===== config.mk =====
export PLATFORM = sky130hd
export DESIGN_NAME = bcd16_convert
export DESIGN_NICKNAME = d
export VERILOG_FILES = /design/src/rtl/bcd_pkg.sv /design/src/rtl/bcd_digit_adj.sv /design/src/rtl/bcd16_convert.sv
export SDC_FILE = /design/constraint.sdc
export NUM_CORES = 1
export LEC_CHECK = 0
export ABC_AREA = 1
export CORE_MARGIN = 3
export CORE_UTILIZATION = 58
export DETAILED_ROUTE_END_ITERATION = 12
export PLACE_DENSITY = 0.84
export SETUP_SLACK_MARGIN = 0.05
export SKIP_LAST_GASP = 1
export SLEW_MARGIN = 20
export SYNTH_ARGS = -nofsm -noshare
export SYNTH_HDL_FRONTEND = slang
export SYNTH_SLANG_ARGS = --single-unit

===== constraint.sdc =====
create_clock -name clock -period 3.25 [get_ports clock]
set_input_delay 0.65 -clock clock [delete_from_list [all_inputs] [get_ports clock]]
set_output_delay 0.65 -clock clock [all_outputs]
set_load 0.02 [all_outputs]

===== src/rtl/bcd_pkg.sv =====
// rtl/bcd_pkg.sv - shared types and constants for the sequential binary-to-BCD converter
//
// Purpose: FSM state encoding, double-dabble adjust constants and the
//          iteration counter width helper used by bcd16_convert and
//          bcd_digit_adj.
// Ports:   none (package).

package bcd_pkg;

  typedef enum logic [1:0] {
    IDLE  = 2'd0,
    SHIFT = 2'd1,
    DONE  = 2'd2
  } state_t;

  localparam logic [3:0] BCD_ADJ_THRESH = 4'd5;
  localparam logic [3:0] BCD_ADJ_ADD    = 4'd3;

  // Counter must hold 0..width-1; keep at least one bit for width==1.
  function automatic int bcd_cnt_width(input int width);
    return (width > 1) ? $clog2(width) : 1;
  endfunction

endpackage


===== src/rtl/bcd_digit_adj.sv =====
// rtl/bcd_digit_adj.sv - double-dabble per-digit add-3 correction
//
// Purpose: combinational adjust of one BCD scratch digit before the shift:
//          digits 5..9 get +3 so the following left shift carries correctly.
// Ports:
//   digit    in  4  scratch digit before adjustment
//   adjusted out 4  digit after conditional +3 (max 9+3=12, fits 4 bits)

module bcd_digit_adj
  import bcd_pkg::*;
(
  input  logic [3:0] digit,
  output logic [3:0] adjusted
);

  always_comb begin
    adjusted = digit;
    if (digit >= BCD_ADJ_THRESH) begin
      adjusted = digit + BCD_ADJ_ADD;
    end
  end

endmodule


===== src/rtl/bcd16_convert.sv =====
// rtl/bcd16_convert.sv - sequential double-dabble binary to packed BCD converter
//
// Purpose: converts a WIDTH-bit binary value (divider quotient) into DIGITS
//          packed BCD digits, one shift/adjust iteration per clock.
//          Optional macro BCD_SIGNED_EN: treat in_value as two's complement,
//          convert its magnitude and report the sign on out_neg.
// Ports:
//   clock     in  1         system clock
//   reset     in  1         synchronous active-high reset
//   in_value  in  WIDTH     binary value, captured only at start
//   in_start  in  1         start request, honoured only while idle
//   out_bcd   out 4*DIGITS  packed BCD, digit 0 in bits [3:0]
//   out_neg   out 1         sign of the last converted value
//   out_valid out 1         one-cycle pulse when out_bcd/out_neg update
//   out_done  out 1         high while idle and ready for in_start

module bcd16_convert
  import bcd_pkg::*;
#(
  parameter int WIDTH  = 16,
  parameter int DIGITS = 5
) (
  input  logic                  clock,
  input  logic                  reset,
  input  logic [WIDTH-1:0]      in_value,
  input  logic                  in_start,
  output logic [4*DIGITS-1:0]   out_bcd,
  output logic                  out_neg,
  output logic                  out_valid,
  output logic                  out_done
);

  localparam int CNT_W = bcd_cnt_width(WIDTH);
  localparam logic [CNT_W-1:0] LAST_ITER = CNT_W'(WIDTH - 1);

  state_t state;
  state_t state_next;

  logic [WIDTH-1:0]            value_sr;
  logic [4*DIGITS-1:0]         scratch;
  logic [4*DIGITS-1:0]         scratch_adj;
  logic [4*DIGITS+WIDTH-1:0]   shifted;
  logic [CNT_W-1:0]            iter_cnt;
  logic [WIDTH-1:0]            load_value;

  logic start_load;
  logic shift_en;
  logic finish;

  // State register
  always_ff @(posedge clock) begin
    if (reset) begin
      state <= IDLE;
    end else begin
      state <= state_next;
    end
  end

  // Next-state logic
  always_comb begin
    state_next = state;
    case (state)
      IDLE:    if (in_start) state_next = SHIFT;
      SHIFT:   if (iter_cnt == LAST_ITER) state_next = DONE;
      DONE:    state_next = IDLE;
      default: state_next = IDLE;
    endcase
  end

  // Output / control decode
  always_comb begin
    out_done   = 1'b0;
    start_load = 1'b0;
    shift_en   = 1'b0;
    finish     = 1'b0;
    case (state)
      IDLE: begin
        out_done   = 1'b1;
        start_load = in_start;
      end
      SHIFT:   shift_en = 1'b1;
      DONE:    finish   = 1'b1;
      default: ;
    endcase
  end

  for (genvar g = 0; g < DIGITS; g++) begin : g_adj
    bcd_digit_adj u_adj (
      .digit    (scratch[4*g +: 4]),
      .adjusted (scratch_adj[4*g +: 4])
    );
  end

  // Adjust first, then shift the whole {scratch, value} pair left by one;
  // the value MSB enters digit 0 and the top scratch bit falls off.
  assign shifted = {scratch_adj, value_sr} << 1;

`ifdef BCD_SIGNED_EN
  logic neg_pending;

  always_comb begin
    load_value = in_value;
    if (in_value[WIDTH-1]) begin
      load_value = ~in_value + WIDTH'(1);
    end
  end

  always_ff @(posedge clock) begin
    if (reset) begin
      neg_pending <= 1'b0;
      out_neg     <= 1'b0;
    end else begin
      if (start_load) neg_pending <= in_value[WIDTH-1];
      if (finish)     out_neg     <= neg_pending;
    end
  end
`else
  assign load_value = in_value;
  assign out_neg    = 1'b0;
`endif

  // Datapath
  always_ff @(posedge clock) begin
    if (reset) begin
      value_sr  <= '0;
      scratch   <= '0;
      iter_cnt  <= '0;
      out_bcd   <= '0;
      out_valid <= 1'b0;
    end else begin
      out_valid <= finish;
      if (start_load) begin
        value_sr <= load_value;
        scratch  <= '0;
        iter_cnt <= '0;
      end else if (shift_en) begin
        value_sr <= shifted[WIDTH-1:0];
        scratch  <= shifted[4*DIGITS+WIDTH-1:WIDTH];
        iter_cnt <= iter_cnt + CNT_W'(1);
      end
      if (finish) begin
        out_bcd <= scratch;
      end
    end
  end

endmodule


==> flow_metrics.tcl, run 1 <==
set metrics [dict create \
    status "finished clean" \
    cap_violations 0 \
    drtIter0Drc 134 \
    min_path_type "flop to flop" \
    synth_cell_types 21 \
    clk_path_buf_depth 2 \
    drcViolationCount 0 \
    final_common_cell "nand2_1" \
    pin_count 42 \
    antennaDiodeCount 0 \
    slew-limit-headroom 0.557 \
    postRouteAntennaNets 0 \
    drv_slew 0 \
    hpwl_mm 3.84 \
    clockPowerShare 0.420 \
    wl_met3_um 226 \
    clkTransAtPathRegs_ns 0.07 \
    p_int_mw 1.27 \
    yosys_warnings 0 \
    die_area_um2 5870 \
    worstSetupPathType "flop to primary output" \
    worstMarginPinSlew_ns 0.664 \
    critPathCaptureType "primary output" \
    grt_max_degree 37 \
    met2_wirelength_mm 2.70 \
    power_mw 1.68 \
    fin_util 0.730 \
    critical_path_peak_fanout 3 \
    place_ws_ns 0.821 \
    powerDensity_nw_per_um2 481 \
    nets 476 \
    power_frac_seq 0.484 \
    post_cts_resized 0 \
    leakage_nw 1.50 \
    die_h_um 76.6 \
    wl_per_cell_um 11.5 \
    vias_per_cell 5.08 \
    die_w_um 76.6 \
    fin_skew_ns 0.00555 \
    setup-violations-final 0 \
    hold_buffers 0 \
    h-tree-depth 3 \
    io_buffers 40 \
    clk_latency_ns 0.34 \
    switchingPower_mw 0.405 \
    cp_data_arrival_time_ns 1.48 \
    setup_tns_ns 0 \
    final_cell_mix "nand2_1 (113), dfxtp_1 (63), a21oi_1 (53), inv_1 (42), clkdlybuf4s50_1 (40)" \
    post-route-period-util 0.655 \
    switching_share 0.241 \
    vias 2632 \
    grt_pass1_wl_mm 10.4 \
    gr-usage-all-layers 0.218 \
    grt_antenna_before_repair 0 \
    synthesis.nets 440 \
    pwr-share-comb 0.097 \
    max_freq_mhz 470 \
    netlist_instances 410 \
    ys_ff_latch 63 \
    first_global_vias 2444 \
    grt_setup_unrepaired "no" \
    cts.sinks 63 \
    required_ns 2.60 \
    numCtsBuffers 9 \
    post_cts_buffers 0 \
    rows 25 \
    maxUsedRoutingLayer "met4" \
    synthesis.area_um2 2890 \
    areaGrowthSynthToFinish_pct 20.8 \
    drive_gt1_frac 0.0576 \
    core_um2 4790 \
    cts_tree "done" \
    critPathLaunchType "flop" \
    finalHoldViolations 0 \
    root_buffer "clkbuf_8" \
    yosysSeqAreaShare 0.436 \
    gp_congestion 0.828 \
    drt-met1-wl_mm 2.85 \
    first_pass_iters 5 \
    wirelength_mm 5.95 \
    finalWorstSetupSlack_ns 1.12 \
    finalCriticalPeriod_ns 2.13 \
    initial_utilization 0.604 \
    vdd_drop_max_uv 276 \
    avgSynthCellArea_um2 7.05 \
    gr-total-overflow 0 \
]
==> worst max-delay path, stage by stage (launching register included) <==
cell             delay [ns]
dfxtp_1                0.35
inv_1                  0.07
nand2_2                0.07
inv_1                  0.06
clkdlybuf4s50_1        0.59
==> final cells by class <==
cell class	instances	area (um^2)
Fill cell	376	1290
Multi-Input combinational cell	284	1350
Clock buffer	13	169
Sequential cell	63	1260
Timing Repair Buffer	42	415
Tap cell	67	83.8
Inverter	46	173
Clock inverter	3	40.0
==> registers in the layout, summed over array words and instances, names as in the netlist <==
register   count
state          2
value_sr      16
iter_cnt       4
out_valid      1
out_bcd       20
scratch       20
==> logic make-up (layout without fill, tap and decap cells) <==
family | Yosys count | after routing | synth area share
AND/OR/NAND/NOR | 190 | 190 | 0.274
AO/OA/AOI/OAI | 80 | 80 | 0.138
flip-flops | 63 | 63 | 0.436
buffers and inverters | 63 | 104 | 0.0965
adder cells (fa/ha/maj) | 11 | 11 | 0.0476
XOR/XNOR | 2 | 2 | 0.00606
other | 1 | 1 | 0.00130
==> stage by stage <==
stage | std cells | area, um^2 | hold WS, ns
after floorplan | 410 | 2890 | 0.437
after global placement | 502 | 3280 | 0.452
after detailed placement | 502 | 3280 | 0.452
after CTS | 518 | 3490 | 0.463
after global routing | 518 | 3490 | 0.480
final | 518 | 3490 | 0.460
==> path summary, 6_finish.rpt <==
path	from	to	slack (ns)	cells after the start
hold / removal	value_sr[0]	value_sr[0]	0.46	2
hold reg to reg	value_sr[0]	value_sr[0]	0.46	2
setup / recovery	state[1]	out_done	1.12	4
setup reg to reg	state[1]	scratch[11]	1.71	5
==> power by group through the flow <==
stage	registers (mW)	logic, mW	clock network, mW
3_5_place_dp	0.829	0.160	0
6_report	0.813	0.162	0.705
4_1_cts	0.812	0.163	0.718
3_3_place_gp	0.828	0.158	0
5_1_grt	0.815	0.185	0.756
2_1_floorplan	0.826	0.124	0
==> layer usage <==
layer  GRT usage  vias to the layer above
li1            -                     1378
met1       0.262                     1181
met2       0.352                       56
met3      0.0532                       17
met4       0.127                        0
met5           0                        -
==> synthesized netlist by cell type (all sizes together) <==
cell | n | area (um^2)
nand2 | 115 | 442
dfxtp | 63 | 1260
a21oi | 53 | 265
inv | 46 | 173
nor2 | 38 | 165
nand3 | 36 | 180
o21ai | 27 | 135
buf | 14 | 93.8
ha | 11 | 138
clkbuf | 3 | 12.5
xnor2 | 2 | 17.5
conb | 1 | 3.75
nor3 | 1 | 5.00
(Power assumes the default switching activity.)
==> inputs of run 2 (changes only) <==
--- a/config.mk
+++ b/config.mk
@@ -7,9 +7,9 @@
 export LEC_CHECK = 0
 export ABC_AREA = 1
 export CORE_MARGIN = 3
-export CORE_UTILIZATION = 58
+export CORE_UTILIZATION = 54
 export DETAILED_ROUTE_END_ITERATION = 12
-export PLACE_DENSITY = 0.84
+export PLACE_DENSITY = 0.79
 export SETUP_SLACK_MARGIN = 0.05
 export SKIP_LAST_GASP = 1
 export SLEW_MARGIN = 20
==> constraint.sdc (replaced) <==
create_clock -name clock -period 2.1 [get_ports clock]
set_input_delay 0.42 -clock clock [delete_from_list [all_inputs] [get_ports clock]]
set_output_delay 0.42 -clock clock [all_outputs]
set_load 0.02 [all_outputs]
==> run 2 against run 1 <==
Critical path depth unchanged. Wire length increased by 2.6%. Via count decreased by 2.5%. Global-route usage decreased by 0.69 points. Setup slack got worse by 0.89 ns. Non-clock buffer count increased by 3. Clock power increased by 55%. Final cell count increased by 1.2%. Combinational power increased by 59%. Largest power group unchanged. Flip-flop and latch count unchanged.
==> flow_metrics.tcl, run 2 (synthesis results as in run 1) <==
set metrics [dict create \
    power_frac_seq 0.483 \
    rows 26 \
    vdd_drop_max_uv 465 \
    grt_antenna_before_repair 0 \
    finalHoldViolations 0 \
    switching_share 0.241 \
    final_cell_mix "nand2_1 (113), dfxtp_1 (63), a21oi_1 (53), inv_1 (42), clkdlybuf4s50_1 (40)" \
    critPathCaptureType "primary output" \
    initial_utilization 0.563 \
    hold_depth 2 \
    critical_path_peak_fanout 3 \
    wirelength_mm 6.11 \
    postRouteAntennaNets 0 \
    top_regs "out_bcd x20, scratch x20, value_sr x16" \
    cp_cell_sequence "inv_1 -> nand2_2 -> inv_1 -> clkdlybuf4s50_1" \
    switchingPower_mw 0.626 \
    pwr-share-comb 0.099 \
    drv_slew 0 \
    h-tree-depth 3 \
    core_um2 5140 \
    clockPowerShare 0.418 \
    first_global_vias 2393 \
    multi_input_area_um2 1350 \
    final_common_cell "nand2_1" \
    clk_path_buf_depth 2 \
    critPathLaunchType "flop" \
    seq_area_um2 1260 \
    status "finished clean" \
    gr-total-overflow 0 \
    grt_pass1_wl_mm 10.5 \
    slowest_delay_ns 0.59 \
    clkTransAtPathRegs_ns 0.06 \
    powerDensity_nw_per_um2 739 \
    finalWorstSetupSlack_ns 0.227 \
    min_path_type "flop to flop" \
    hold_buffers 0 \
    areaGrowthSynthToFinish_pct 21.7 \
    r2r_cells 7 \
    finalCriticalPeriod_ns 1.87 \
    gr-usage-all-layers 0.211 \
    fin_util 0.685 \
    worst_path_max_delay_cell "clkdlybuf4s50_1" \
    cap_violations 0 \
    post-route-period-util 0.892 \
    post_cts_buffers 0 \
    drive_gt1_frac 0.0639 \
    clk_latency_ns 0.34 \
    post_cts_resized 0 \
    io_buffers 40 \
    root_buffer "clkbuf_8" \
    nets 479 \
    pin_count 42 \
    cts_tree "done" \
    die_area_um2 6270 \
    gp_congestion 0.785 \
    setup_tns_ns 0 \
    drcViolationCount 0 \
    die_h_um 79.2 \
    worstSetupPathType "flop to primary output" \
    path_common_cell "inv_1" \
    place_ws_ns 0.342 \
    vias_per_cell 4.90 \
    vias 2567 \
    fin_skew_ns 0.00556 \
    required_ns 1.68 \
    setup-violations-final 0 \
    max_freq_mhz 534 \
    leakage_nw 1.52 \
    hpwl_mm 3.98 \
    drtIter0Drc 150 \
    cp_data_arrival_time_ns 1.45 \
    wl_per_cell_um 11.7 \
    antennaDiodeCount 0 \
    grt_setup_unrepaired "no" \
    cts.sinks 63 \
    grt_max_degree 37 \
    die_w_um 79.2 \
    fillCellCount 483 \
    numCtsBuffers 9 \
    first_pass_iters 5 \
    p_int_mw 1.98 \
]
run 2: cell types whose count changed in the layout (fill, tap and decap cells not counted):
cell	previous run	this run
buf_4	2	5
run 2: power by group through the flow:
stage / registers, mW / clock network, mW / logic [mW]
2_1_floorplan: 1.28 / 0 / 0.192
3_3_place_gp: 1.28 / 0 / 0.251
3_5_place_dp: 1.28 / 0 / 0.256
4_1_cts: 1.26 / 1.11 / 0.258
5_1_grt: 1.26 / 1.16 / 0.292
6_report: 1.26 / 1.09 / 0.257
run 2: cell type report:
type	instances	area share
clock buffer	13	0.0480
clock inverter	3	0.0114
inverter	46	0.0491
multi-input combinational	284	0.384
sequential	63	0.358
tap	70	0.0249
timing repair buffer	45	0.124
run 2: worst paths after layout:
path | start | to | slack, ns
setup / recovery | state[1] | out_done | 0.23
hold / removal | scratch[19] | scratch[19] | 0.47
setup reg to reg | state[1] | value_sr[0] | 0.64
hold reg to reg | scratch[19] | scratch[19] | 0.47
run 2: routing by layer:
metal	global-route usage	wire length, um	vias up
met5	0	0	-
met4	0.107	103	0
met3	0.0590	259	11
met2	0.347	2870	56
met1	0.251	2880	1118
li1	-	-	1382
run 2: through the flow:
step / hold slack (ns) / instances / cell area [um^2] / total power, mW
3_3_place_gp: 0.452 / 508 / 3310 / 1.53
3_5_place_dp: 0.458 / 508 / 3310 / 1.54
5_1_grt: 0.495 / 524 / 3520 / 2.71
2_1_floorplan: 0.437 / 410 / 2890 / 1.47
4_1_cts: 0.471 / 524 / 3520 / 2.62
6_report: 0.466 / 524 / 3520 / 2.60
run 2: critical path, delay by kind of cell (launching register included):
family        cells  cell delay [ns]
buf+inv           3             0.71
flops             1             0.34
simple gates      1             0.07
